==> src/rtl/serial_add_ctrl.sv <==
// Bit-serial adder: one full-adder step per clock, WIDTH+2 cycles per addition.
// Optional two's-complement Overflow output is enabled by defining SERIAL_ADD_OVF_EN.
module serial_add_ctrl #(
  parameter int WIDTH = 8
) (
  input  logic             Clk,
  input  logic             Reset,
  input  logic             Start,
  input  logic [WIDTH-1:0] A,
  input  logic [WIDTH-1:0] B,
  output logic             Busy,
  output logic             Done,
  output logic [WIDTH-1:0] Sum,
`ifdef SERIAL_ADD_OVF_EN
  output logic             Carry,
  output logic             Overflow
`else
  output logic             Carry
`endif
);

  localparam int CW = $clog2(WIDTH) + 1;

  typedef enum logic [1:0] {IDLE, RUN, FIN} state_t;

  state_t           state_reg;
  logic [WIDTH-1:0] a_reg;
  logic [WIDTH-1:0] b_reg;
  logic [WIDTH-1:0] psum_reg;
  logic             c_reg;
  logic [CW-1:0]    cnt_reg;
  logic [WIDTH-1:0] sum_reg;
  logic             carry_reg;
  logic             busy_reg;
  logic             done_reg;
`ifdef SERIAL_ADD_OVF_EN
  logic             cmsb_reg;
  logic             ovf_reg;
`endif

  logic sum_bit;
  logic carry_next;

  assign sum_bit    = a_reg[0] ^ b_reg[0] ^ c_reg;
  assign carry_next = (a_reg[0] & b_reg[0]) | (a_reg[0] & c_reg) | (b_reg[0] & c_reg);

  always_ff @(posedge Clk) begin
    if (Reset) begin
      state_reg <= IDLE;
      a_reg     <= '0;
      b_reg     <= '0;
      psum_reg  <= '0;
      c_reg     <= 1'b0;
      cnt_reg   <= '0;
      sum_reg   <= '0;
      carry_reg <= 1'b0;
      busy_reg  <= 1'b0;
      done_reg  <= 1'b0;
`ifdef SERIAL_ADD_OVF_EN
      cmsb_reg  <= 1'b0;
      ovf_reg   <= 1'b0;
`endif
    end else begin
      done_reg <= 1'b0;
      case (state_reg)
        IDLE: begin
          if (Start) begin
            a_reg     <= A;
            b_reg     <= B;
            psum_reg  <= '0;
            c_reg     <= 1'b0;
            cnt_reg   <= '0;
            busy_reg  <= 1'b1;
            state_reg <= RUN;
          end
        end
        RUN: begin
          a_reg    <= a_reg >> 1;
          b_reg    <= b_reg >> 1;
          psum_reg <= {sum_bit, psum_reg[WIDTH-1:1]};
          c_reg    <= carry_next;
`ifdef SERIAL_ADD_OVF_EN
          // On the final step c_reg is the carry into the MSB.
          cmsb_reg <= c_reg;
`endif
          cnt_reg  <= cnt_reg + CW'(1);
          if (cnt_reg == CW'(WIDTH - 1)) begin
            state_reg <= FIN;
          end
        end
        FIN: begin
          sum_reg   <= psum_reg;
          carry_reg <= c_reg;
`ifdef SERIAL_ADD_OVF_EN
          ovf_reg   <= cmsb_reg ^ c_reg;
`endif
          done_reg  <= 1'b1;
          busy_reg  <= 1'b0;
          state_reg <= IDLE;
        end
        default: begin
          busy_reg  <= 1'b0;
          state_reg <= IDLE;
        end
      endcase
    end
  end

  assign Busy  = busy_reg;
  assign Done  = done_reg;
  assign Sum   = sum_reg;
  assign Carry = carry_reg;
`ifdef SERIAL_ADD_OVF_EN
  assign Overflow = ovf_reg;
`endif

endmodule

==> config.mk <==
export PLATFORM = sky130hd
export DESIGN_NAME = serial_add_ctrl
export DESIGN_NICKNAME = d
export VERILOG_FILES = /design/src/rtl/serial_add_ctrl.sv
export SDC_FILE = /design/constraint.sdc
export NUM_CORES = 1
export LEC_CHECK = 0
export ABC_AREA = 1
export CAP_MARGIN = 10
export CORE_MARGIN = 2
export CORE_UTILIZATION = 35
export CTS_BUF_LIST = sky130_fd_sc_hd__clkbuf_4 sky130_fd_sc_hd__clkbuf_8
export CTS_CLUSTER_DIAMETER = 200
export DETAILED_ROUTE_END_ITERATION = 8
export SLEW_MARGIN = 20
export SYNTH_ARGS = -nofsm -noshare
export SYNTH_HDL_FRONTEND = slang
export SYNTH_SLANG_ARGS = --single-unit
export TNS_END_PERCENT = 30
==> constraint.sdc <==
create_clock -name Clk -period 1.15 [get_ports Clk]
set_clock_uncertainty 0.15 [all_clocks]
set_input_delay 0.1725 -clock Clk [delete_from_list [all_inputs] [get_ports Clk]]
set_output_delay 0.1725 -clock Clk [all_outputs]
set_load 0.05 [all_outputs]
# [Word-level counts from Yosys, hierarchy flattened]
# Cells that the tools add are included.
[totals] output_inout_bits=11 elab_cells=45 in_bits=19 reg_bits=42
[op_classes] muxes=16 n_addsub=1 n_reduce_logical=5 bitwise_logic=8 n_eq_ne=5
[op_table] operator="$pmux 8 s2" n=3
[op_table] operator="$mux 8" n=3
[op_table] operator="$pmux 4 s2" n=1
[op_table] operator="$reduce_and 2->1" n=3
[op_table] operator="$add 4x1->4 const B" n=1
[op_table] operator="$eq 4x3->1 const B" n=1
[op_table] operator="$mux 2" n=2
[op_table] operator="$mux 4" n=1
[op_table] operator="$ne 2x2->1 const B" n=2
[op_table] operator="$pmux 1 s2" n=2
[op_table] operator="$pmux 2 s2" n=1
[op_table] operator="$and 1x1->1" n=3
[op_table] operator="$mux 1" n=3
[op_table] operator="$eq 2x1->1 const B" n=1
[op_table] operator="$eq 2x2->1 const B" n=1
[op_table] operator="$logic_not 2->1" n=1
[op_table] operator="$or 1x1->1" n=2
[op_table] operator="$reduce_bool 2->1" n=1
[op_table] operator="$xor 1x1->1" n=2
[op_table] operator="$not 1->1" n=1

# [Logic depth before layout (Yosys ltp)]
[depth] depth_word=4 mapped_depth=7 ltp_nobuf=6

# [Worst setup path after synthesis]
# OpenSTA, ideal clock, no wires.
[synth_timing] path_type="flip-flop to flip-flop" startpoint="reg state_reg[1]" endpoint="reg carry_reg, in the netlist Carry" period_less_slack_ns=1.230 setup_slack_ns=-0.080 path_buffers=0 setup_time_ns=0.116 t_arrival_ns=0.963 stages_incl_launch_ff=6 required_ns=0.884 cell_sequence="dfxtp_1 -> inv_2 -> nor2_4 -> clkinv_1 -> nor2_1 -> nor2_1"
[synth_via] elab_chain_len=1
[synth_lines] element="from (decl)" line="26" text="state_t state_reg;"
[synth_lines] element="from (signal assigned)" line="49" text="state_reg <= IDLE;"
[synth_lines] element="from (signal assigned)" line="74" text="state_reg <= RUN;"
[synth_lines] element="from (signal assigned)" line="88" text="state_reg <= FIN;"
[synth_lines] element="$eq 2x2->1" line="65" text="case (state_reg)"
[synth_lines] element="to (signal assigned)" line="93" text="carry_reg <= c_reg;"
[synth_lines] element="to (decl)" line="33" text="logic carry_reg;"
# Every way passes these cells.
# A chain may end at the register's enable or synchronous reset.

# [Final worst setup path]
[layout_timing] startpoint="reg state_reg[0]" endpoint="reg b_reg[6]"
[layout_via] elab_chain_len=3 elab_cells_between_ends=6 cone_classes="eq/ne (2); mux (1); reduce/logical (3)"
[layout_lines] element="$eq 2x1->1 / $logic_not 2->1 (equally long branches)" line="65"
[layout_lines] element="$reduce_bool 2->1 (no source line) / $ne 2x2->1 (equally long branches)"
[layout_lines] element="$reduce_and 2->1 (no source line)"
[layout_lines] element="to (signal assigned)" line="79" text="b_reg <= b_reg >> 1;"
[layout_lines] element="to (decl)" line="28" text="logic [WIDTH-1:0] b_reg;"
# Several ways; a longest one is shown, not always the timed one.

==> qor.yml <==
synth:
  synth_enable_flop_cells: 0
  synth_flop_cell: "dfxtp_1"
  synthArstFlopShare_pct: 0
  yosysMostFrequentCell: "nand2_1"
  avgSynthCellArea_sq_um: 7.36
  yosysWarnings: 0
  yosysSeqAreaShare_pct: 47.2
  ys_ff_latch: 42
  synthTopCellsByArea: "dfxtp_1 47%, nand2_1 11%, nand3_1 10%"
  synth.cell_area_sq_mm: 0.00178
  ys_top_cells_by_count: "51 x nand2_1, 43 x nor2_1, 42 x dfxtp_1"
  synth_cell_type_count: 25
  syn-num-nets: 263
  netlist_instances: 242
  synth_top_cell_area_share_pct: 47.2
  yosys.area.top_type: "dfxtp_1"
outcome:
  status: "finished, violations left"
  violations: "negative setup slack"
setup_path:
  crit_path_start_kind: "register"
  cp_max_fo: 13
  worst_ep_required_time_ns: 1.24
  path_class: "register to register"
  reg2reg_slack_ns: -0.09
  cp.arrival_ns: 1.32
  critical_path.startpoint: "state_reg[0]"
  rr_startpoint: "state_reg[0]"
  cp-end-kind: "register"
power_and_ir_drop:
  power_switching_uw: 759
  p_per_area_mw_per_mm2: 1200
  p_total_mw: 3.09
  power.share.clock_pct: 36.1
  share_comb_of_total_power_pct: 14.3
  peakVddDrop_uv: 539
  p_int_mw: 2.33
  swShare_pct: 24.6
  seqPwrFrac_pct: 49.6
  p_leak_nw: 1.13
routing:
  wl_mm: 4.12
  firstDrtPassIters: 4
  vias_per_cell: 4.57
  drtAntennaViolNets: 0
  wire_per_inst_um: 11.6
  num_vias: 1628
  drc: 0
  drt_iter0_drc: 110
sta:
  slew_headroom_pct: 88.5
  layout_setup_ws_ns: -0.0884
  hold_viol: 0
  holdWs_ns: 0.289
  rsz0062_at_grt: "yes"
  setup-violations-final: 34
  finalCritPeriodShare_pct: 108
  slew_violations: 0
  finalCriticalPeriod_ns: 1.24
  fmax_mhz: 807
  finalSetupTns_ns: -1.60
  tightest_slew_ns: 0.172
clocking:
  htreeDepth: 2
  cts_tree: "done"
  cts_buffers: 5
  clock_latency_ns: 0.30
  holdBufCountCts: 0
  cts_sinks: 42
  cts_buffer_depth: 2
  cts_root_buffer: "clkbuf_8"
  clk_pin_slew_ns: 0.08
layout:
  layout.nets: 309
  syn2layout_area_growth_pct: 44.9
  diodes: 0
  final_cells: 356
  fin_util_pct: 53.6
  drive_above_1_share_pct: 24.6
place:
  place.gp.congestion: 0.812
  dp_cells: 346
  io_buffers: 29
  hpwl_mm: 2.82
die:
  core_area_sq_mm: 0.00482
  die-height_um: 75.4
  io_pins: 30
  rows: 25
  die_w_um: 75.4
  start_util_pct: 37.0
  die-area_sq_mm: 0.00568
grt:
  grt_usage_pct: 16.4
  grt_pass1_wl_mm: 6.93
  overflow: 0
  grt_pass1_vias: 1509
  antenna_found_initial: 0
  grt_max_degree: 22
min_path:
  hold_path.startpoint: "B[7]"
  hp-class: "input pin to register"
run:
  cap_viol_max_count: 0
## critical path: stages, from the launching register on
cell	delay [ns]
dfxtp_4	0.37
buf_6	0.12
nor2_4	0.14
buf_12	0.15
nand3_1	0.07
nand2_1	0.06
nor2_1	0.04
nor2_1	0.09
## layout by cell type, fill, tap and decap left out
cell type | netlist | routed
nor3_1 | 2 | 2
a21oi_1 | 5 | 5
dfxtp_1 | 42 | 27
inv_1 | 18 | 17
dfxtp_4 | 0 | 1
ha_1 | 1 | 1
nand2_4 | 0 | 1
nor2_4 | 1 | 3
buf_4 | 3 | 9
clkinv_4 | 0 | 1
buf_6 | 1 | 8
nor2_2 | 2 | 1
fa_1 | 1 | 1
o22ai_1 | 6 | 6
nand2_2 | 1 | 3
nand2_1 | 51 | 48
inv_2 | 1 | 2
clkbuf_8 | 1 | 8
nand3_1 | 37 | 36
buf_12 | 1 | 15
buf_2 | 3 | 2
o21ai_1 | 4 | 5
o21ai_0 | 11 | 10
nor2_1 | 43 | 42
dfxtp_2 | 0 | 14
nand3_2 | 2 | 3
clkdlybuf4s50_1 | 0 | 18
## cell families after synthesis
family	share of synthesized area, %
and+or+nand+nor	33.6
DFF	47.2
buffers and inverters	9.69
AOI/OAI and AO/OA	7.72
adders and majority gates	1.83
## layout make-up
cell class | instances | area [sq um]
tap | 67 | 83.8
fill | 479 | 2230
inverter | 20 | 80.1
multi-input combinational | 167 | 798
timing repair buffer | 52 | 648
sequential | 42 | 862
clock buffer | 8 | 110
## power groups by stage
stage          clock [mW]  combinational (mW)  sequential [mW]
6_report             1.11               0.441             1.53
3_3_place_gp            0               0.404             1.57
2_1_floorplan           0               0.220             1.57
3_5_place_dp            0               0.409             1.57
5_1_grt              1.19               0.485             1.54
4_1_cts              1.14               0.439             1.53
## timing repair
item	CTS	global route
pin swaps	11	2
buffers inserted	0	0
endpoints found under the setup margin	48	41
resized for setup	26	6
gates cloned	2	0
## layer usage
layer  global-route usage (%)  wire length (um)
met5                        0                 0
met4                     6.43                69
met3                     3.97               253
met2                     24.6              1860
met1                     22.9              1940
## path summary, 6_finish.rpt
check | to | cells after the start
max | b_reg[6] | 7
min | b_reg[7] | 3
max reg2reg | b_reg[6] | 7
min reg2reg | a_reg[0] | 2
## through the flow
stage | setup WS [ns] | cell area [sq um]
global route | -0.178 | 2580
CTS | -0.0894 | 2570
floorplan | -0.0215 | 1790
global placement | -0.301 | 2380
finish | -0.0884 | 2580
detailed placement | -0.340 | 2380
(Power assumes the default switching activity.)
